[src/rtl/acq_scheduler_pkg.sv]
// Shared types and constants for the acquisition scheduler: FSM encoding,
// frame timestamp layout and counter limits.
package acq_scheduler_pkg;

   typedef enum logic [2:0] {
      IDLE,
      ARMED,
      START,
      BUSY,
      HOLD
   } state_t;

   typedef struct packed {
      logic       epoch;
      logic [5:0] min;
      logic [5:0] sec;
   } frame_ts_t;

   localparam logic [3:0] MISSED_MAX = 4'd15;

   // A programmed period of zero behaves as one second.
   function automatic logic [5:0] period_load(input logic [5:0] p);
      return (p == 6'd0) ? 6'd1 : p;
   endfunction

endpackage

[src/rtl/sec_prescaler.sv]
// Divides clk down to a one-cycle sec_tick every CLK_PER_SEC cycles while
// enabled; parked at zero when disabled.
module sec_prescaler #(
   parameter int CLK_PER_SEC = 10_000_000
) (
   input  logic clk,
   input  logic reset,
   input  logic enable,
   output logic sec_tick
);

   localparam int            CW   = (CLK_PER_SEC > 1) ? $clog2(CLK_PER_SEC) : 1;
   localparam logic [CW-1:0] LAST = CW'(CLK_PER_SEC - 1);

   logic [CW-1:0] count;

   // NOTE: clocked state uses <= so every register samples pre-edge values.
   always_ff @(posedge clk or posedge reset) begin
      if (reset)
         count <= '0;
      else if (!enable || count == LAST)
         count <= '0;
      else
         count <= count + 1'b1;
   end

   assign sec_tick = enable && !reset && (count == LAST);

endmodule

[src/rtl/acq_scheduler.sv]
// Periodic frame acquisition scheduler: starts the extractor every period
// seconds, time-stamps each frame and hands the record to a consumer.
module acq_scheduler
   import acq_scheduler_pkg::*;
#(
   parameter int CLK_PER_SEC = 10_000_000,
   parameter int BUSY_TMO    = 4
) (
   input  logic        clk,
   input  logic        reset,
   input  logic        enable,
   input  logic [5:0]  period,
   input  logic [5:0]  sec,
   input  logic [5:0]  min,
   input  logic        ovf,
   output logic        sec_tick,
   output logic        rst_ovf,
   output logic        ext_start,
   input  logic        ext_done,
   output logic        frame_valid,
   input  logic        frame_ready,
   output logic [12:0] frame_ts,
   output logic [7:0]  frame_cnt,
   output logic [3:0]  missed_cnt,
   output logic        tmo_err
);

   localparam int            TW       = (BUSY_TMO > 1) ? $clog2(BUSY_TMO) : 1;
   localparam logic [TW-1:0] TMO_LAST = TW'(BUSY_TMO - 1);

   state_t        state;
   logic [5:0]    per_cnt;
   logic [TW-1:0] tmo_cnt;
   logic          epoch;
   logic          ovf_defer;
   logic          frame_due;
   logic          ovf_req;
   frame_ts_t     ts_q;

   sec_prescaler #(.CLK_PER_SEC(CLK_PER_SEC)) u_prescaler (
      .clk      (clk),
      .reset    (reset),
      .enable   (enable),
      .sec_tick (sec_tick)
   );

   assign frame_due = sec_tick && (per_cnt == 6'd1);
   assign ovf_req   = (ovf || ovf_defer) && !rst_ovf;
   assign frame_ts  = ts_q;

   always_ff @(posedge clk or posedge reset) begin
      if (reset) begin
         state       <= IDLE;
         per_cnt     <= '0;
         tmo_cnt     <= '0;
         epoch       <= 1'b0;
         ovf_defer   <= 1'b0;
         rst_ovf     <= 1'b0;
         ext_start   <= 1'b0;
         frame_valid <= 1'b0;
         ts_q        <= '0;
         frame_cnt   <= '0;
         missed_cnt  <= '0;
         tmo_err     <= 1'b0;
      end else begin
         // NOTE: one-cycle pulses default low here; branches below raise them.
         rst_ovf   <= 1'b0;
         ext_start <= 1'b0;

         if (state == IDLE && enable)
            per_cnt <= period_load(period);
         else if (frame_due)
            per_cnt <= period_load(period);
         else if (sec_tick)
            per_cnt <= per_cnt - 6'd1;

         if (frame_due && (state == START || state == BUSY || state == HOLD) &&
             missed_cnt != MISSED_MAX)
            missed_cnt <= missed_cnt + 4'd1;

         // An overflow landing on the capture cycle waits one cycle so the
         // captured epoch is the one in force when the frame started.
         if (ovf_req) begin
            if (state == START) begin
               ovf_defer <= 1'b1;
            end else begin
               rst_ovf   <= 1'b1;
               epoch     <= ~epoch;
               ovf_defer <= 1'b0;
            end
         end

         unique case (state)
            IDLE:
               if (enable) state <= ARMED;
            ARMED:
               if (!enable) begin
                  state <= IDLE;
               end else if (frame_due) begin
                  state     <= START;
                  ext_start <= 1'b1;
               end
            START: begin
               ts_q    <= '{epoch, min, sec};
               tmo_cnt <= '0;
               state   <= BUSY;
            end
            BUSY:
               if (ext_done) begin
                  state       <= HOLD;
                  frame_valid <= 1'b1;
               end else if (sec_tick) begin
                  if (tmo_cnt == TMO_LAST) begin
                     tmo_err <= 1'b1;
                     state   <= ARMED;
                  end else begin
                     tmo_cnt <= tmo_cnt + 1'b1;
                  end
               end
            HOLD:
               if (frame_ready) begin
                  frame_valid <= 1'b0;
                  frame_cnt   <= frame_cnt + 8'd1;
                  state       <= enable ? ARMED : IDLE;
               end
            default:
               state <= IDLE;
         endcase
      end
   end

endmodule

[config.mk]
export PLATFORM = sky130hd
export DESIGN_NAME = acq_scheduler
export DESIGN_NICKNAME = d
export VERILOG_FILES = /design/src/rtl/acq_scheduler_pkg.sv /design/src/rtl/sec_prescaler.sv /design/src/rtl/acq_scheduler.sv
export SDC_FILE = /design/constraint.sdc
export NUM_CORES = 1
export LEC_CHECK = 0
export ABC_CLOCK_PERIOD_IN_PS = 3200
export CORE_ASPECT_RATIO = 1.5
export CORE_MARGIN = 3
export CORE_UTILIZATION = 57
export CTS_CLUSTER_DIAMETER = 200
export CTS_CLUSTER_SIZE = 40
export DETAILED_ROUTE_END_ITERATION = 10
export PLACE_DENSITY = 0.82
export SYNTH_ARGS = -nofsm -noshare
export SYNTH_HDL_FRONTEND = slang
export SYNTH_SLANG_ARGS = --single-unit
[constraint.sdc]
create_clock -name clk -period 3.2 [get_ports clk]
set_input_delay 0.48 -clock clk [delete_from_list [all_inputs] [get_ports clk]]
set_output_delay 0.48 -clock clk [all_outputs]
set_load 0.01 [all_outputs]
==> flow_summary.toml <==
[status]
status = "completed"

[timing]
rsz0062_at_grt = "no"
min_period_ps = 2708
fin_skew_ps = 4.529
max_freq_mhz = 369.3
slew-limit-headroom = 0.4848
setup-tns-final_ps = 0
setup_viol = 0
slew_viol_final = 0
worst_slew_pin_slew_ps = 770.9
period_share = 0.8461
final-hold-violation-count = 0

[clock_tree]
postCtsHoldBufs = 0
post_cts_buffers = 0
cts_resized = 0
cts_inserted_buffers = 9
path_clk_slew_ps = 70
clk_latency_ps = 340
clock-sinks = 66
htreeDepth = 3
root_buffer = "clkbuf_8"
cts_max_path_buffers = 2
cts_tree = "done"

[floorplan]
die_w_um = 68
rows = 33
start_util = 0.5941
die_area_um2 = 6732
boundaryPins = 54
fp.dieH_um = 99.01
coreArea_um2 = 5533

[yosys]
syn-instance-count = 313
netlist_area_um2 = 3287
synth_nets = 343
netlist_top_cells_area = "dfrtp_1 50%, mux2_2 5.1%, xor2_1 4.8%"
ys_warn_count = 0
async_flop_share = 1.000
synth_ff_type = "dfrtp_1"
avgSynthCellArea_um2 = 10.50
synth_seq_cells = 66
yosysUniqueCellTypes = 53
synth-edff-count = 0
synth-seq-area-share = 0.5025
yosysTopAreaCell = "dfrtp_1"
netlist.area_leader.share = 0.5025

[detailed_routing]
drc = 0
first_pass_iters = 4
antenna_left = 0
viasPerCell = 5.764
wl_per_cell_um = 15.75
drt_iter0_drc = 200
via_count = 2565
routed_wl_um = 7007

[finish]
final_common_cell = "dfrtp_1"
diodes = 0
drive_above_1_share = 0.1200
fin_nets = 400
stdcell_count = 445
area.growth.synth_to_final_pct = 24.86
final_cell_mix = "66 x dfrtp_1, 53 x clkdlybuf4s50_1, 40 x nor2_1, 20 x nand2_1, 18 x xor2_1"

[power]
ir_worst_vdd_mv = 0.4051
power.total_mw = 2.398
cellLeakagePower_nw = 1.790
powerDensity_nw_per_um2 = 584.3

[setup_path]
worst-path-stages = 6
cp-end-kind = "output pin"
required_ps = 2720
cp_max_fo = 5
critPathTopFamily = "simple AND/OR/NAND/NOR gates"
path_buf_inv = 2
worst-setup-path-type = "reg -> out"
critPathSlowestCell = "clkdlybuf4s50_1"
max_stage_delay_ps = 530
crit_chain = "ha_1, nand3_4, nor4_4, nand4_2, inv_2, clkdlybuf4s50_1"
ff2ff_path_depth = 6
cp_data_arrival_time_ps = 2230
critPathLaunchType = "flop"

[job]
drv_cap = 0

[global_routing]
grt_overflow = 0
grtUsageTotal = 0.2343
grt_pass1_wl_um = 11930
grt_pass1_vias = 2595
grt_start_max_net_pins = 37
antenna_found_initial = 0

[placed_design]
port_buffers = 53
dp.cells = 429
dp_hpwl_um = 5052
gp_congestion = 0.8836

[worst_hold_path]
hold_depth = 1
min_path_type = "reg -> reg"
==> registers in the layout, indices dropped and copies added, names as in the netlist <==
name / flops
missed_cnt: 4
tmo_err: 1
rst_ovf: 1
state: 3
epoch: 1
frame_valid: 1
tmo_cnt: 2
frame_cnt: 8
ext_start: 1
per_cnt: 6
frame_ts: 13
u_prescaler.count: 24
ovf_defer: 1
==> logic make-up after synthesis <==
logic type | after synthesis | share of synthesized area
buf+inv | 21 | 0.03159
compound gates | 30 | 0.06282
flops | 66 | 0.5025
mux | 16 | 0.05443
xor+xnor | 33 | 0.08793
simple gates | 141 | 0.2379
fa+ha+maj | 6 | 0.02284
==> synthesized netlist by cell type, types with 2 or more instances <==
| master | count |
|---|---|
| o21ai_0 | 6 |
| ha_1 | 6 |
| xor2_1 | 18 |
| a32oi_1 | 2 |
| dfrtp_1 | 66 |
| a31oi_1 | 2 |
| nor4_1 | 2 |
| nor3_1 | 12 |
| nand2b_1 | 5 |
| nand3_1 | 17 |
| nor3b_1 | 2 |
| clkbuf_1 | 5 |
| xnor2_1 | 15 |
| or4_1 | 2 |
| buf_2 | 5 |
| nor2_1 | 40 |
| mux2_2 | 15 |
| inv_1 | 8 |
| nand2_1 | 20 |
| and4_1 | 5 |
| and3_1 | 10 |
| a21oi_1 | 8 |
| nand4_1 | 12 |
==> per-stage QoR <==
step / util / cell area (um2) / setup WS [ps] / hold slack (ps)
floorplan: - / 3287 / 1065 / 436.2
CTS: 0.7417 / 4104 / 451.7 / 467.7
global placement: 0.7022 / 3885 / 628.3 / 444.5
finish: 0.7417 / 4104 / 492.4 / 470.1
global route: 0.7417 / 4104 / 380.7 / 485.8
detailed placement: 0.7022 / 3885 / 608.7 / 452.2
==> cell type report <==
| cell class | instances | area, um2 |
|---|---|---|
| inverter | 9 | 33.78 |
| tap | 70 | 87.58 |
| fill | 392 | 1429 |
| clock inverter | 5 | 77.57 |
| clock buffer | 11 | 141.4 |
| sequential | 66 | 1652 |
| timing repair buffer | 58 | 580.6 |
| multi-input combinational | 226 | 1531 |
==> metal layers <==
layer | track usage | wire length (um) | share of wire
met1 | 0.2893 | 2776 | 0.40
met2 | 0.3767 | 3758 | 0.54
met3 | 0.05473 | 266 | 0.038
met4 | 0.1133 | 205 | 0.029
met5 | 0 | 0 | 0
==> where the power goes <==
part           switching [mW]  total [mW]  internal, mW
Sequential              0.106        1.06         0.952
Clock                   0.317       0.774         0.457
Combinational           0.261       0.566         0.305
==> worst paths after layout <==
| check | startpoint | end | slack (ps) |
|---|---|---|---|
| max in group asynchronous | reset | frame_ts[11]$_DFFE_PP0P_ | 1950 |
| min in group asynchronous | reset | u_prescaler.count[13]$_DFF_PP0_ | 650 |
| worst max-delay path | u_prescaler.count[0]$_DFF_PP0_ | sec_tick | 490 |
| worst min-delay path | tmo_err$_DFFE_PP0P_ | tmo_err$_DFFE_PP0P_ | 470 |
| worst min register to register | tmo_err$_DFFE_PP0P_ | tmo_err$_DFFE_PP0P_ | 470 |
| worst max register to register | u_prescaler.count[0]$_DFF_PP0_ | u_prescaler.count[21]$_DFF_PP0_ | 1000 |
==> worst register-to-register path: stages, from the launching register on <==
cell	delay, ps
dfrtp_1	380
ha_1	240
nand3_4	130
nor4_4	350
nand3_1	190
nand2_1	620
nor2_1	140
Power figures use the tool's default switching activity.
